===== src/rtl/sram_burst_reader.sv =====
// Burst read engine for port 1 (read-only) of the 1rw1r SRAM wrapper.
// Issues one read per cycle. Absorbs the one-cycle read latency through a small output FIFO.
// Streams the words out on a valid/ready interface with full backpressure.
module sram_burst_reader #(
  parameter int unsigned DATA_WIDTH = 32,
  parameter int unsigned ADDR_WIDTH = 8,
  parameter int unsigned LEN_WIDTH  = 9,
  parameter int unsigned FIFO_DEPTH = 4
) (
  input  logic                  clk,
  input  logic                  rst,
  input  logic                  start,
  input  logic [ADDR_WIDTH-1:0] base_addr,
  input  logic [LEN_WIDTH-1:0]  len,
  output logic                  busy,
  output logic                  done,
  output logic                  mem_csb1,
  output logic [ADDR_WIDTH-1:0] mem_addr1,
  input  logic [DATA_WIDTH-1:0] mem_dout1,
  output logic                  out_valid,
  input  logic                  out_ready,
  output logic [DATA_WIDTH-1:0] out_data,
  output logic                  out_last
);

  localparam int unsigned PtrW = $clog2(FIFO_DEPTH);
  localparam int unsigned CntW = PtrW + 1;

  typedef enum logic [1:0] {StIdle, StIssue, StDrain} state_e;

  state_e                state_q, state_d;
  logic [ADDR_WIDTH-1:0] base_q, base_d;
  logic [LEN_WIDTH-1:0]  len_q, len_d;
  logic [LEN_WIDTH-1:0]  issued_q, issued_d;
  logic                  done_q, done_d;
  logic [ADDR_WIDTH-1:0] addr_hold_q;
  logic                  rd_pend_q;
  logic                  rd_last_q;

  logic [DATA_WIDTH-1:0] fifo_data [FIFO_DEPTH];
  logic [FIFO_DEPTH-1:0] fifo_last;
  logic [PtrW-1:0]       wr_ptr_q, rd_ptr_q;
  logic [CntW-1:0]       count_q;

  logic                  issue, issue_last, push, pop;
  logic [ADDR_WIDTH-1:0] issue_addr;

  // Datapath decode: current issue address, last-beat tag and FIFO handshakes.
  always_comb begin
    issue_addr = base_q + issued_q[ADDR_WIDTH-1:0];
    issue_last = (issued_q == len_q - LEN_WIDTH'(1));
    push       = rd_pend_q;
    out_valid  = (count_q != '0);
    pop        = out_valid & out_ready;
  end

  // Next-state logic; issue is throttled so the FIFO can always absorb in-flight data.
  always_comb begin
    state_d  = state_q;
    base_d   = base_q;
    len_d    = len_q;
    issued_d = issued_q;
    done_d   = 1'b0;
    issue    = 1'b0;
    unique case (state_q)
      StIdle: begin
        if (start) begin
          if (len != '0) begin
            base_d   = base_addr;
            len_d    = len;
            issued_d = '0;
            state_d  = StIssue;
          end else begin
            done_d = 1'b1;
          end
        end
      end
      StIssue: begin
        if (count_q + CntW'(rd_pend_q) < CntW'(FIFO_DEPTH)) begin
          issue    = 1'b1;
          issued_d = issued_q + LEN_WIDTH'(1);
          if (issue_last) state_d = StDrain;
        end
      end
      StDrain: begin
        if (pop && out_last) begin
          state_d = StIdle;
          done_d  = 1'b1;
        end
      end
      default: state_d = StIdle;
    endcase
  end

  // Control state, pending-read tracking and FIFO pointers.
  always_ff @(posedge clk) begin
    if (rst) begin
      state_q     <= StIdle;
      base_q      <= '0;
      len_q       <= '0;
      issued_q    <= '0;
      done_q      <= 1'b0;
      addr_hold_q <= '0;
      rd_pend_q   <= 1'b0;
      rd_last_q   <= 1'b0;
      wr_ptr_q    <= '0;
      rd_ptr_q    <= '0;
      count_q     <= '0;
    end else begin
      state_q   <= state_d;
      base_q    <= base_d;
      len_q     <= len_d;
      issued_q  <= issued_d;
      done_q    <= done_d;
      rd_pend_q <= issue;
      rd_last_q <= issue & issue_last;
      if (issue) addr_hold_q <= issue_addr;
      if (push) wr_ptr_q <= wr_ptr_q + PtrW'(1);
      if (pop) rd_ptr_q <= rd_ptr_q + PtrW'(1);
      case ({push, pop})
        2'b10:   count_q <= count_q + CntW'(1);
        2'b01:   count_q <= count_q - CntW'(1);
        default: count_q <= count_q;
      endcase
    end
  end

  // FIFO storage; a read landing during reset is dropped.
  always_ff @(posedge clk) begin
    if (push && !rst) begin
      fifo_data[wr_ptr_q] <= mem_dout1;
      fifo_last[wr_ptr_q] <= rd_last_q;
    end
  end

  // Outputs; the address holds the last issued value while no read is requested.
  always_comb begin
    busy      = (state_q != StIdle);
    done      = done_q;
    mem_csb1  = issue;
    mem_addr1 = issue ? issue_addr : addr_hold_q;
    out_data  = fifo_data[rd_ptr_q];
    out_last  = out_valid & fifo_last[rd_ptr_q];
  end

endmodule


===== config.mk =====
export PLATFORM = sky130hd
export DESIGN_NAME = sram_burst_reader
export DESIGN_NICKNAME = d
export VERILOG_FILES = /design/src/rtl/sram_burst_reader.sv
export SDC_FILE = /design/constraint.sdc
export NUM_CORES = 1
export LEC_CHECK = 0
export ABC_AREA = 1
export CORE_MARGIN = 2
export CORE_UTILIZATION = 50
export CTS_BUF_LIST = sky130_fd_sc_hd__clkbuf_16
export DETAILED_ROUTE_END_ITERATION = 16
export HOLD_SLACK_MARGIN = 0.02
export PLACE_DENSITY = 0.8
export SKIP_CTS_REPAIR_TIMING = 1
export SLEW_MARGIN = 20
export SYNTH_ARGS = -nofsm -noshare
export SYNTH_HDL_FRONTEND = slang
export SYNTH_SLANG_ARGS = --single-unit

===== constraint.sdc =====
create_clock -name clk -period 3.1 [get_ports clk]
set_input_delay 0.775 -clock clk [delete_from_list [all_inputs] [get_ports clk]]
set_output_delay 0.775 -clock clk [all_outputs]
set_load 0.005 [all_outputs]

==> summary.md, run 1 <==
| Metric | Value |
|---|---|
| CP Data Arrival Time | `2.32 ns` |
| Vias per cell | `5.32` |
| Synth Area per Inst | `10.8 um2` |
| Layout cells sized above 1 | `13.3%` |
| Clock latency on the worst-skew pair | `0.44 ns` |
| Most area-hungry cell type in the Yosys netlist | `edfxtp_1` |
| R2R Setup Slk | `1.09 ns` |
| Hold Crit Depth | `0` |
| Commonest cells post-synth | `132 x edfxtp_1, 123 x nor2_1, 92 x o21ai_0, 65 x nand2_1, 51 x inv_1` |
| Flops & latches, synth | `180` |
| Max-slew violations | `0` |
| DIE HEIGHT | `128 um` |
| DR WL/cell | `15.7 um` |
| Pwr/cell area | `603 nW/um2` |
| Period utilization | `99.9%` |
| Total number of vias | `5432` |
| Worst-Margin Slew | `0.441 ns` |
| Drt pass-1 iters | `5` |
| Synth top area share | `51.9%` |
| CTS tree | `yes` |
| Compound-cell area share of the yosys netlist | `12.1%` |
| DRC Markers | `0` |
| Clock skew | `0.00870 ns` |
| RSZ-0062 raised after global routing | `true` |
| WP data required | `2.32 ns` |
| Die Width | `128 um` |
| Count of cell types in the netlist | `40` |
| H-tree Lvls | `4` |
| Crit Path Max Fanout | `2` |
| Vias in the first global route | `5197` |
| Seq/Total Area, Yosys | `64.5%` |
| WL final | `16000 um` |
| Die area | `16300 um2` |
| Initial DRC Count | `372` |
| Post-synthesis mux area share | `0%` |
| First-pass GRT wire length | `25400 um` |
| Area Growth Syn to Fin | `26.1%` |
| R2r endpoint | `count_q[2]` |
| Worst hold start | `rd_last_q` |
| Ant. Diodes | `0` |
| Simple-gate share of the synthesized area | `14.1%` |
| Worst IR Drop VDD | `0.404 mV` |
| HP Class | `reg2reg` |
| # IOs | `98` |
| Root Driver | `clkbuf_16` |
| Max Cap Viol | `0` |
| Gate Count Post-Synth | `709` |
| FP Rows | `45` |
| Final HPWL DP | `10300 um` |
| Initial antenna violation count | `0` |
| Clk slew on worst S/H paths | `0.07 ns` |
| R2R depth | `11` |
| Critical path type | `reg2out` |
| Gr usage total | `20.4%` |
| Final setup fails | `0` |
| Worst Hold Slack | `0.475 ns` |
| Status | `finished clean` |
| Final net count | `889` |
| Cell with the most instances after synthesis | `edfxtp_1` |
| Critical Path Source Type | `register` |
| Cell area after placement | `8910 um2` |
| Core ar. | `15000 um2` |
| Largest net degree at the start of global routing | `65` |
| CP Capture Type | `primary output` |
| Most used DFF post-synth | `edfxtp_1` |
| Area contributors post-synth | `edfxtp_1 52%, dfxtp_1 13%, nor2_1 6.0%` |
| Initial Util | `50.8%` |
| Final Hold Viols | `0` |
| Sink Count | `180` |
| Worst hold endpoint | `fifo_last[1]` |
| Adder-cell area share of the yosys netlist | `2.82%` |
| Asr flop ratio synth | `0%` |
| Final ANT Viol Nets | `0` |
| Routability cong. | `0.899` |
| Max Clock Freq | `323 MHz` |
| GRT overflow | `0` |
| Post-synth EDFFs | `132` |
| Xor/xnor share of the synthesized area | `1.59%` |
| Num CTS Buffers | `17` |
| Mapped cell area | `7630 um2` |
| Design Power | `0.00580 W` |
| Max transition margin | `70.6%` |
| Net Count, Synth | `778` |
| Synthesis warning total | `0` |
| Post-route cell area | `9630 um2` |
| Worst R2R Start | `count_q[0]` |
| PortBufs | `97` |
| Main combinational cell family by area after synthesis | `simple AND/OR/NAND/NOR gates` |
| Leak | `3.56 nW` |
| Min Tclk post-route | `3.10 ns` |
| # fillers | `1105` |
| CTS Buffer Depth | `2` |
-- critical path, cell delays in order, from the launching register on --
cell	delay [ns]
dfxtp_2	0.36
ha_4	0.14
inv_1	0.06
fa_2	0.39
nand3b_1	0.18
nand2_1	0.08
nand2_2	0.07
nand2_2	0.07
a21oi_2	0.05
xor2_1	0.15
nand2_1	0.08
nand2_2	0.07
inv_1	0.03
dlymetal6s2s_1	0.14
-- worst max path at each step --
| stage | startpoint | to | slack, ns | cells past startpoint |
|---|---|---|---|---|
| final | base_q[0] | mem_addr1[6] | 0.004 | 13 |
| after global routing | base_q[0] | mem_addr1[6] | -0.13 | 13 |
| after CTS | issued_q[0] | mem_addr1[6] | -0.45 | 13 |
| after detailed placement | issued_q[0] | mem_addr1[6] | 0.08 | 13 |
| after global placement | issued_q[0] | mem_addr1[6] | 0.11 | 13 |
| after floorplan | rst | fifo_data[0][0] | 0.10 | 4 |
-- cell families (layout without fill, tap and decap cells) --
| group | count (synthesis) | in the layout |
|---|---|---|
| AO/OA/AOI/OAI | 166 | 166 |
| XOR/XNOR | 13 | 13 |
| adder cells (fa/ha/maj) | 16 | 16 |
| buffers and inverters | 89 | 213 |
| flip-flops | 180 | 180 |
| AND/OR/NAND/NOR | 245 | 245 |
-- final cells by class --
type	instances	area [um2]	share of cell area (%)
Clock buffer	17	425	4.42
Clock inverter	15	163	1.69
Inverter	62	240	2.50
Multi-Input combinational cell	440	2440	25.3
Sequential cell	180	4940	51.3
Tap cell	188	235	2.44
Timing Repair Buffer	119	1180	12.3
-- registers in the layout, summed over array words and instances, names as in the netlist, named ones only --
name,count
issued_q,9
len_q,9
fifo_last,4
rd_ptr_q,2
wr_ptr_q,2
rd_last_q,1
addr_hold_q,8
fifo_data,128
base_q,8
state_q,2
done,1
push,1
count_q,3
-- cell usage in the layout, fill, tap and decap left out, types with 9 or more instances in the layout --
cell,n
xor2_1,9
o22ai_1,33
nand2_1,60
buf_4,19
edfxtp_1,132
dfxtp_1,39
nand3_1,22
inv_1,51
o21ai_0,91
ha_1,10
a21oi_1,28
clkbuf_16,17
nor2_1,119
clkdlybuf4s50_1,93
-- power by group --
| group | total [W] | switching [W] | internal, W | leakage (nW) |
|---|---|---|---|---|
| combinational | 0.000993 | 0.000527 | 0.000466 | 1.69 |
| clock | 0.00212 | 0.000978 | 0.00114 | 0.283 |
| sequential | 0.00269 | 0.0000417 | 0.00265 | 1.59 |
-- through the flow --
step	worst slack, ns	cells	TNS (ns)	utilization, %
3_5_place_dp	0.0771	985	0	59.3
3_3_place_gp	0.107	985	0	59.3
4_1_cts	-0.447	1017	-0.998	63.2
5_1_grt	-0.131	1021	-0.131	64.0
6_report	0.00441	1021	0	64.0
2_1_floorplan	0.104	709	0	-
-- metal layers --
layer,track usage (%),routed length (um),vias to the layer above
met5,0,0,-
met4,7.30,250,0
met3,4.86,781,23
met2,36.2,8240,152
met1,24.1,6760,2568
li1,-,-,2689
(Power assumes the default switching activity.)
==> inputs of run 2 (changes only) <==
--- a/config.mk
+++ b/config.mk
@@ -17,3 +17,4 @@
 export SYNTH_ARGS = -nofsm -noshare
 export SYNTH_HDL_FRONTEND = slang
 export SYNTH_SLANG_ARGS = --single-unit
+export TNS_END_PERCENT = 30
==> summary.md, run 2 (synthesized netlist as in run 1, its figures left out) <==
| Metric | Value |
|---|---|
| First-pass GRT wire length | `25400 um` |
| Min Tclk post-route | `3.08 ns` |
| CTS tree | `yes` |
| Pwr/cell area | `605 nW/um2` |
| Crit Path Max Fanout | `6` |
| Most common cell after layout, fill and taps aside | `edfxtp_1` |
| Num CTS Buffers | `17` |
| Worst IR Drop VDD | `0.401 mV` |
| Critical path type | `reg2out` |
| Worst Hold Slack | `0.475 ns` |
| RSZ-0062 raised after global routing | `true` |
| Final Hold Viols | `0` |
| Die Width | `128 um` |
| Clk slew on worst S/H paths | `0.07 ns` |
| DIE HEIGHT | `128 um` |
| Root Driver | `clkbuf_16` |
| WP data required | `2.32 ns` |
| Initial Util | `50.8%` |
| Slowest-stage cell, CP | `clkdlybuf4s50_1` |
| Worst setup margin | `0.0192 ns` |
| Post-route setup TNS | `0 ns` |
| Routability cong. | `0.899` |
| Vias per cell | `5.30` |
| CP Cell Sequence | `ha_2, nand2_1, inv_1, nand4_1, nand3_1, or2_2, nand3_1, nand2_1, clkdlybuf4s50_1` |
| Area Growth Syn to Fin | `25.6%` |
| Largest reg by FF count | `fifo_data` |
| Die area | `16300 um2` |
| GRT overflow | `0` |
| Worst-Margin Slew | `0.438 ns` |
| Core ar. | `15000 um2` |
| Largest net degree at the start of global routing | `65` |
| Max-slew violations | `0` |
| Critical Path Source Type | `register` |
| Final net count | `887` |
| Worst setup startpoint | `issued_q[3]` |
| Slowest stage delay, CP | `0.44 ns` |
| Final ANT Viol Nets | `0` |
| Period utilization | `99.4%` |
| Leak | `3.51 nW` |
| # placed instances | `985` |
| Drt pass-1 iters | `5` |
| HP Class | `reg2reg` |
| Worst R2R Start | `count_q[0]` |
| # IOs | `98` |
| WL final | `16000 um` |
| Biggest regs | `fifo_data (128), issued_q (9), len_q (9)` |
| Final HPWL DP | `10300 um` |
| CP Data Arrival Time | `2.31 ns` |
| Initial DRC Count | `378` |
| Layout cells sized above 1 | `13.1%` |
| CTS Buffer Depth | `2` |
| # fillers | `1114` |
| Final setup fails | `0` |
| Worst hold start | `rd_last_q` |
| Finished Core Util | `63.8%` |
| Max Cap Viol | `0` |
| H-tree Lvls | `4` |
| Most frequent cells in the layout | `132 x edfxtp_1, 119 x nor2_1, 95 x clkdlybuf4s50_1` |
| Vias in the first global route | `5197` |
| Sink Count | `180` |
| CP Capture Type | `primary output` |
| Status | `finished clean` |
| Ant. Diodes | `0` |
| Max transition margin | `70.8%` |
| Total number of vias | `5398` |
| FP Rows | `45` |
| Max Clock Freq | `325 MHz` |
| DR WL/cell | `15.7 um` |
| Initial antenna violation count | `0` |
| Clock latency on the worst-skew pair | `0.43 ns` |
| Clock skew | `0.00833 ns` |
| PortBufs | `97` |
| Cell Count, Final, Fillers Out | `1019` |
| DRC Markers | `0` |
| Gr usage total | `20.4%` |
| DP Worst Slack | `0.0771 ns` |
| Max reg flops | `128` |
-- run 2: cell types whose count changed in the layout (fill, tap and decap cells not counted), moves of 2 or more --
cell             previous run  this run
dlymetal6s2s_1              4         1
buf_4                      19        17
clkdlybuf4s50_1            93        95
inv_1                      51        49
inv_2                       7         9
-- run 2: metal layers --
| layer | up-vias | part of all wire [%] | track usage, % |
|---|---|---|---|
| li1 | 2686 | - | - |
| met1 | 2541 | 42 | 24.1 |
| met2 | 149 | 52 | 36.2 |
| met3 | 22 | 5.1 | 4.86 |
| met4 | 0 | 1.4 | 7.30 |
| met5 | - | 0 | 0 |
-- run 2: final timing paths --
check                           slack [ns]            to  cells past startpoint
worst max-delay path                  0.02  mem_addr1[7]                      9
worst min-delay path                  0.47  fifo_last[1]                      0
worst max register to register        1.08    count_q[2]                     11
worst min register to register        0.47  fifo_last[1]                      0
-- run 2: where the power goes --
part / internal, W / leakage [nW] / switching [W]
logic: 0.000463 / 1.63 / 0.000528
registers: 0.00265 / 1.59 / 0.0000415
clock network: 0.00114 / 0.283 / 0.000973
total: 0.00426 / 3.51 / 0.00154
-- run 2: per-stage QoR --
stage | total power (W) | instance area [um2]
after floorplan | 0.00325 | 7630
after global placement | 0.00369 | 8910
after detailed placement | 0.00371 | 8910
after CTS | 0.00582 | 9500
after global routing | 0.00605 | 9590
final | 0.00580 | 9590
-- run 2: critical path: cells and delay by family (launching register included) --
family / cells / cell delay [ns]
buf+inv: 2 / 0.49
flops: 1 / 0.39
fa+ha+maj: 1 / 0.33
simple gates: 6 / 0.68
-- run 2: area by class of cell --
type                            count  area [um2]  share of cell area, %
Clock buffer                       17         425                   4.44
Tap cell                          188         235                   2.45
Multi-Input combinational cell    440        2430                   25.4
Clock inverter                     15         163                   1.70
Sequential cell                   180        4940                   51.5
Inverter                           62         240                   2.51
Timing Repair Buffer              117        1160                   12.1
